[config.mk]
export PLATFORM = sky130hd
export DESIGN_NAME = uart_rx_os
export DESIGN_NICKNAME = d
export VERILOG_FILES = /design/src/rtl/uart_rx_os.sv
export SDC_FILE = /design/constraint.sdc
export NUM_CORES = 1
export LEC_CHECK = 0
export ABC_CLOCK_PERIOD_IN_PS = 2080
export BUFFER_PORTS_ARGS = -buffer_cell sky130_fd_sc_hd__buf_2
export CAP_MARGIN = 20
export CORE_MARGIN = 2
export CORE_UTILIZATION = 28
export DETAILED_ROUTE_END_ITERATION = 8
export HOLD_SLACK_MARGIN = 0.1
export MAX_ROUTING_LAYER = met4
export SLEW_MARGIN = 40
export SYNTH_ARGS = -nofsm -noshare
export SYNTH_HDL_FRONTEND = slang
export SYNTH_SLANG_ARGS = --single-unit
[constraint.sdc]
create_clock -name i_clk -period 2.08 [get_ports i_clk]
set_clock_uncertainty 0.15 [all_clocks]
set_input_delay 0.104 -clock i_clk [delete_from_list [all_inputs] [get_ports i_clk]]
set_output_delay 0.104 -clock i_clk [all_outputs]
set_load 0.01 [all_outputs]
[src/rtl/uart_rx_os.sv]
// Oversampling 8N1 UART receiver with a built-in baud-tick generator.
// Delivers each byte with a one-cycle done strobe and a framing-error flag.
module uart_rx_os #(
    parameter int NB_DATA  = 8,
    parameter int SB_TICK  = 16,
    parameter int BAUD_DIV = 163,
    parameter int NB_DIV   = 8
) (
    input  logic               i_clk,
    input  logic               i_rst,
    input  logic               i_rx,
    output logic [NB_DATA-1:0] o_rx_interfaz_data,
    output logic               o_rx_interfaz_done_data,
    output logic               o_frame_err,
    output logic               o_tick
);

    localparam int                NB_N     = (NB_DATA > 1) ? $clog2(NB_DATA) : 1;
    localparam logic [NB_DIV-1:0] DIV_LAST = NB_DIV'(BAUD_DIV - 1);
    localparam logic [4:0]        S_MID    = 5'd7;
    localparam logic [4:0]        S_BIT    = 5'd15;
    localparam logic [4:0]        S_STOP   = 5'(SB_TICK - 1);
    localparam logic [NB_N-1:0]   N_LAST   = NB_N'(NB_DATA - 1);

    typedef enum logic [2:0] {
        ST_IDLE,
        ST_START,
        ST_DATA,
        ST_STOP,
        ST_BREAK
    } state_t;

    logic              rx_meta;
    logic              rx_s;
    logic [NB_DIV-1:0] baud_cnt;
    logic              tick;

    state_t            state_q, state_nx;
    logic [4:0]        s_q, s_nx;
    logic [NB_N-1:0]   n_q, n_nx;
    logic [NB_DATA-1:0] sh_q, sh_nx;
    logic [NB_DATA-1:0] data_q, data_nx;
    logic              err_q, err_nx;
    logic              done_q, done_nx;

    // Two-flop synchronizer; idles high so reset does not look like a start bit.
    always_ff @(posedge i_clk or negedge i_rst) begin
        if (!i_rst) begin
            rx_meta <= 1'b1;
            rx_s    <= 1'b1;
        end else begin
            rx_meta <= i_rx;
            rx_s    <= rx_meta;
        end
    end

    always_ff @(posedge i_clk or negedge i_rst) begin
        if (!i_rst) begin
            baud_cnt <= '0;
        end else if (baud_cnt == DIV_LAST) begin
            baud_cnt <= '0;
        end else begin
            baud_cnt <= baud_cnt + 1'b1;
        end
    end

    assign tick = (baud_cnt == DIV_LAST);

    always_ff @(posedge i_clk or negedge i_rst) begin
        if (!i_rst) begin
            state_q <= ST_IDLE;
            s_q     <= '0;
            n_q     <= '0;
            sh_q    <= '0;
            data_q  <= '0;
            err_q   <= 1'b0;
            done_q  <= 1'b0;
        end else begin
            state_q <= state_nx;
            s_q     <= s_nx;
            n_q     <= n_nx;
            sh_q    <= sh_nx;
            data_q  <= data_nx;
            err_q   <= err_nx;
            done_q  <= done_nx;
        end
    end

    always_comb begin
        state_nx = state_q;
        s_nx     = s_q;
        n_nx     = n_q;
        sh_nx    = sh_q;
        data_nx  = data_q;
        err_nx   = err_q;
        done_nx  = 1'b0;

        unique case (state_q)
            ST_IDLE: begin
                if (!rx_s) begin
                    state_nx = ST_START;
                    s_nx     = '0;
                end
            end
            ST_START: begin
                if (tick) begin
                    if (s_q == S_MID) begin
                        // Line back high at mid start bit means it was a glitch.
                        if (!rx_s) begin
                            state_nx = ST_DATA;
                            s_nx     = '0;
                            n_nx     = '0;
                        end else begin
                            state_nx = ST_IDLE;
                        end
                    end else begin
                        s_nx = s_q + 1'b1;
                    end
                end
            end
            ST_DATA: begin
                if (tick) begin
                    if (s_q == S_BIT) begin
                        s_nx  = '0;
                        sh_nx = {rx_s, sh_q[NB_DATA-1:1]};
                        if (n_q == N_LAST) begin
                            state_nx = ST_STOP;
                        end else begin
                            n_nx = n_q + 1'b1;
                        end
                    end else begin
                        s_nx = s_q + 1'b1;
                    end
                end
            end
            ST_STOP: begin
                if (tick) begin
                    if (s_q == S_STOP) begin
                        s_nx     = '0;
                        data_nx  = sh_q;
                        err_nx   = ~rx_s;
                        done_nx  = 1'b1;
                        state_nx = rx_s ? ST_IDLE : ST_BREAK;
                    end else begin
                        s_nx = s_q + 1'b1;
                    end
                end
            end
            ST_BREAK: begin
                // Wait out a held-low line instead of decoding it as 0x00 frames.
                if (rx_s) begin
                    state_nx = ST_IDLE;
                end
            end
            default: begin
                state_nx = ST_IDLE;
            end
        endcase
    end

    assign o_rx_interfaz_data      = data_q;
    assign o_rx_interfaz_done_data = done_q;
    assign o_frame_err             = err_q;
    assign o_tick                  = tick;

endmodule

## After elaboration in Yosys (flattened, before gate mapping)

Cells that the tools add are included.

- Eq/ne operators: 20
- Reduce and logical (&&, ||, !) cells: 9
- Add/subtract/negate cells: 3
- Multiplexer cells: 29
- Bitwise gates (word level): 1

Operators by type and width:

| operator | count |
|---|---|
| two-way mux 3 bit | 16 |
| two-way mux 5 bit | 5 |
| != test 2 bit (second input constant) | 11 |
| one-hot mux 3 bit (5 select lines) | 1 |
| one-hot mux 5 bit (3 select lines) | 1 |
| AND reduction 3 bit | 3 |
| AND reduction 9 bit | 1 |
| adder 8 x 1 -> 8 bit (second input constant) | 1 |
| equality test 8 bit (second input constant) | 1 |
| two-way mux 8 bit | 1 |
| AND reduction 7 bit | 1 |
| equality test 3 x 2 -> 1 bit (second input constant) | 2 |
| equality test 3 bit (second input constant) | 2 |
| one-hot mux 3 bit (2 select lines) | 1 |
| adder 5 x 1 -> 5 bit (second input constant) | 1 |
| equality test 5 x 3 -> 1 bit (second input constant) | 1 |
| equality test 5 x 4 -> 1 bit (second input constant) | 1 |
| adder 3 x 1 -> 3 bit (second input constant) | 1 |
| equality test 3 x 1 -> 1 bit (second input constant) | 1 |
| logical NOT 3 bit | 1 |
| two-way mux 1 bit | 3 |
| nonzero test 3 bit | 1 |
| two-way mux 2 bit | 1 |
| != test 2 x 1 -> 1 bit (second input constant) | 1 |
| 3 further kinds | 3 |

- Register bits after elaboration: 39
- Bits of input ports: 3
- Word-level logic and storage cells: 72
- Output and inout bits: 11

## Longest topological paths before layout

- Depth after elaboration: 5
- Mapped depth: 9
- Gate-level depth less buffers: 8

## Worst setup path before layout

Ideal clock, no wire load.

- Path type: register -> register
- Start point: reg s_q[0]
- End point: reg n_q[0]
- Data arrival time: 1.807 ns
- Data required time: 1.805 ns
- Slack: -0.002 ns
- Path buffers: 0
- Stages on the path, launching flop included: 8
- Cell sequence: dfrtp_1 -> ha_1 -> nand3_1 -> inv_1 -> ha_1 -> nor4b_1 -> o2bb2ai_1 -> mux2_2

- Cells in the longest elaborated chain, start to end: 3

Ends and longest elaborated chain:

| item | line | text |
|---|---|---|
| start: declaration | 39 | `logic [4:0] s_q, s_nx;` |
| start signal: assignment | 80 | `s_q <= s_nx;` |
| equality test 5 x 4 -> 1 bit or equality test 5 x 3 -> 1 bit (tied branches) | 123, 107 |  |
| != test 2 bit (no line) | n/a |  |
| AND reduction 7 bit (no line) * | n/a |  |
| end signal: assignment | 81 | `n_q <= n_nx;` |
| end: declaration | 40 | `logic [NB_N-1:0] n_q, n_nx;` |

Mark *: on every way between the ends. The rest lies on a longest branch, timed or not.
A chain may end at the register's enable or synchronous reset.

## Worst setup path in the final report

- Start point: reg s_q[1]
- End point: reg n_q[0]

The elaborated chain is that of the path after synthesis.

==> impl_metrics.csv <==
group,metric,value,unit
timing,maxSlewViolCount,0,
pwr,vdd_drop_max,0.4053,mV
timing,fin_crit_sh,0.9683,
timing,tightest_slew,0.5021,ns
setup_path,startpoint_type,"flop",
global_route,grt_pass1_wl,6672,µm
floorplanning,dieArea,0.007636,mm²
global_route,grt_overflow_total,0,
global_route,grt_util_all_layers,0.1169,
yosys,synth_nets,173,
setup_path,cp_max_fo,4,
floorplanning,die_y,87.39,µm
setup_path,cp_cell_sequence,"ha_2 -> nand3_2 -> inv_2 -> ha_4 -> buf_4 -> nor4b_1 -> o2bb2ai_1 -> mux2_2",
clock_tree,root_buffer,"clkbuf_8",
placed_design,place_congestion,0.8131,
clock_tree,clk_pin_slew,0.08,ns
floorplanning,die_w,87.39,µm
pwr,power.leakage,1.156,nW
yosys,syn_inst,163,
final_layout,nNetsFinal,214,
yosys,synth_edf_count,0,
global_route,grt_max_degree,40,
yosys,ys_warn_count,0,
pwr,p_per_area,530.8,mW/mm²
clock_tree,tritoncts,"built",
floorplanning,core_area,0.006756,mm²
hold_path,hp-class,"reg -> reg",
timing,max_freq,0.4965,GHz
drt,avgViaCountPerCell,4.719,
global_route,grt_pass1_vias,1387,
setup_path,slowest_delay,0.39,ns
run_status,outcome,"complete, no violations",
setup_path,crit_required,2.11,ns
drt,vias,1345,
drt,final_antenna_net_count,0,
timing,finalSetupViolations,0,
clock_tree,h-tree-depth,2,
setup_path,worstSetupPathType,"reg -> reg",
timing,relSlewSlack,0.6653,
placed_design,pre_cts_ws,-0.08750,ns
setup_path,critPathCaptureType,"flop",
clock_tree,clock-sinks,39,
timing,finalHoldViolCount,0,
final_layout,mostFrequentLayoutCells,"dfrtp_1 (37), buf_4 (22), buf_2 (13)",
yosys,async_reset_ff_frac,1.000,
clock_tree,clock_latency,0.30,ns
yosys,syn-cell-area,0.001947,mm²
drt,first_pass_iters,4,
drt,avgRoutedWirePerCell,13.63,µm
clock_tree,clk_path_buf_depth,2,
timing,rsz0062_at_grt,"true",
global_route,antenna_found_initial,0,
floorplanning,top_level_ports,14,
drt,drt_wl_total,3884,µm
pwr,power,1.295,mW
yosys,synth_seq_cells,39,
drt,drc,0,
final_layout,diodes,0,
floorplanning,rows,30,
yosys,avgSynthCellArea,11.94,µm²
setup_path,cp.arrival,2.05,ns
final_layout,layout-drive-gt1-share,0.3902,
setup_path,cp_slowest_cell,"dfrtp_1",
final_layout,syn2layout_area_growth,25.32,%
final_layout,nFillCells,690,
clock_tree,numCtsBuffers,5,
placed_design,port_buffers,13,
timing,final.min_clock_period,2.014,ns
timing,fin_ws,0.06586,ns
final_layout,final_common_cell,"dfrtp_1",
yosys,yosys_most_used_dff,"dfrtp_1",
yosys,yosysUniqueCellTypes,42,
floorplanning,start_util,0.2881,
drt,drtIter0Drc,69,
yosys,synth_seq_area_share,0.5026,
job,max-cap-violations,0,
placed_design,dpl.hpwl,2615,µm
==> cell families (layout without fill, tap and decap cells) <==
logic type,after synthesis,count (layout),share of synthesized area
xor+xnor,6,6,0.02699
buf+inv,16,58,0.03920
mux,21,21,0.1324
fa+ha+maj,7,7,0.04499
compound gates,29,29,0.09704
simple gates,45,45,0.1568
flops,39,39,0.5026
==> cell usage after synthesis (2+ instances only) <==
cell | count | area, µm²
a31oi_1 | 2 | 12.51
nor3b_1 | 2 | 15.01
xor2_1 | 2 | 17.52
nor4_4 | 2 | 42.54
xnor2_1 | 4 | 35.03
nor3_1 | 3 | 15.01
mux2i_1 | 4 | 40.04
nor2_1 | 11 | 41.29
nand2_1 | 8 | 30.03
mux2_4 | 7 | 105.1
clkbuf_1 | 2 | 7.510
or3_1 | 2 | 12.51
o2bb2ai_1 | 3 | 26.28
nand3_1 | 6 | 30.03
dfstp_2 | 2 | 52.55
buf_6 | 2 | 22.52
dfrtp_1 | 37 | 925.9
mux2_2 | 9 | 101.4
a21oi_1 | 7 | 35.03
o21ai_0 | 9 | 45.04
o31ai_1 | 2 | 15.01
inv_1 | 11 | 41.29
ha_1 | 7 | 87.58
==> per-stage QoR <==
| stage | utilization | hold slack (ns) | TNS, ns | area, µm² | cells |
|---|---|---|---|---|---|
| 2_1_floorplan | - | -0.3416 | 0 | 1947 | 163 |
| 3_3_place_gp | 0.3281 | 0.03568 | 0 | 2217 | 268 |
| 3_5_place_dp | 0.3281 | 0.04260 | -0.4251 | 2217 | 268 |
| 4_1_cts | 0.3552 | 0.2148 | 0 | 2400 | 282 |
| 5_1_grt | 0.3611 | 0.2180 | -0.05608 | 2440 | 285 |
| 6_report | 0.3611 | 0.2126 | 0 | 2440 | 285 |
==> where the power goes <==
group | switching (mW) | total [mW] | internal (mW) | leakage [nW]
clock network | 0.275 | 0.509 | 0.234 | 0.0412
registers | 0.00318 | 0.764 | 0.761 | 0.518
logic | 0.0160 | 0.0217 | 0.00566 | 0.597
total | 0.294 | 1.30 | 1.00 | 1.16
==> final timing paths <==
kind,from,to,cells after the start,slack (ns)
max in group asynchronous,i_rst,rx_meta$_DFF_PN1_,3,1.17
setup / recovery,s_q[1]$_DFFE_PN0P_,n_q[0]$_DFFE_PN0P_,8,0.07
setup reg to reg,s_q[1]$_DFFE_PN0P_,n_q[0]$_DFFE_PN0P_,8,0.07
hold / removal,rx_meta$_DFF_PN1_,rx_s$_DFF_PN1_,0,0.21
hold reg to reg,rx_meta$_DFF_PN1_,rx_s$_DFF_PN1_,0,0.21
min in group asynchronous,i_rst,baud_cnt[7]$_DFF_PN0_,3,0.24
==> timing repair <==
action	4_1_cts	5_1_grt
setup endpoints to repair	9	13
resized for setup	6	4
buffers inserted	3	3
pin swaps	3	1
cloned	1	0
hold buffers	2	0
hold endpoints to repair	40	0
==> area by class of cell <==
class                   count  area [µm²]  share of cell area
repair buffers             39       302.8              0.1241
flip-flops and latches     39       978.4              0.4010
multi-input cells         108       932.1              0.3821
clock inverters             2       12.51            0.005128
clock buffers               6       72.57             0.02974
inverters                  11       41.29             0.01692
well taps                  80       100.1             0.04103
==> sequential cells by signal, indices dropped and copies added (netlist names) <==
register and cells:
s_q 5, n_q 3, o_rx_interfaz_done_data 1, rx_meta 1
o_frame_err 1, state_q 3, baud_cnt 8, sh_q 8
o_rx_interfaz_data 8, rx_s 1
==> per-layer routing <==
| metal | wire length, µm | vias up | GRT usage |
|---|---|---|---|
| met3 | 63 | 7 | 0.01422 |
| met5 | 0 | - | - |
| li1 | - | 664 | - |
| met1 | 1799 | 659 | 0.1392 |
| met4 | 109 | 0 | 0.06713 |
| met2 | 1912 | 15 | 0.1901 |
==> critical path, delay by kind of cell, from the launching register on <==
family / cells / cell delay [ns]
compound gates: 1 / 0.23
fa+ha+maj: 2 / 0.36
buf+inv: 2 / 0.20
flops: 1 / 0.39
mux: 1 / 0.36
simple gates: 2 / 0.21
Note: power is estimated with default switching activity, not from simulation.
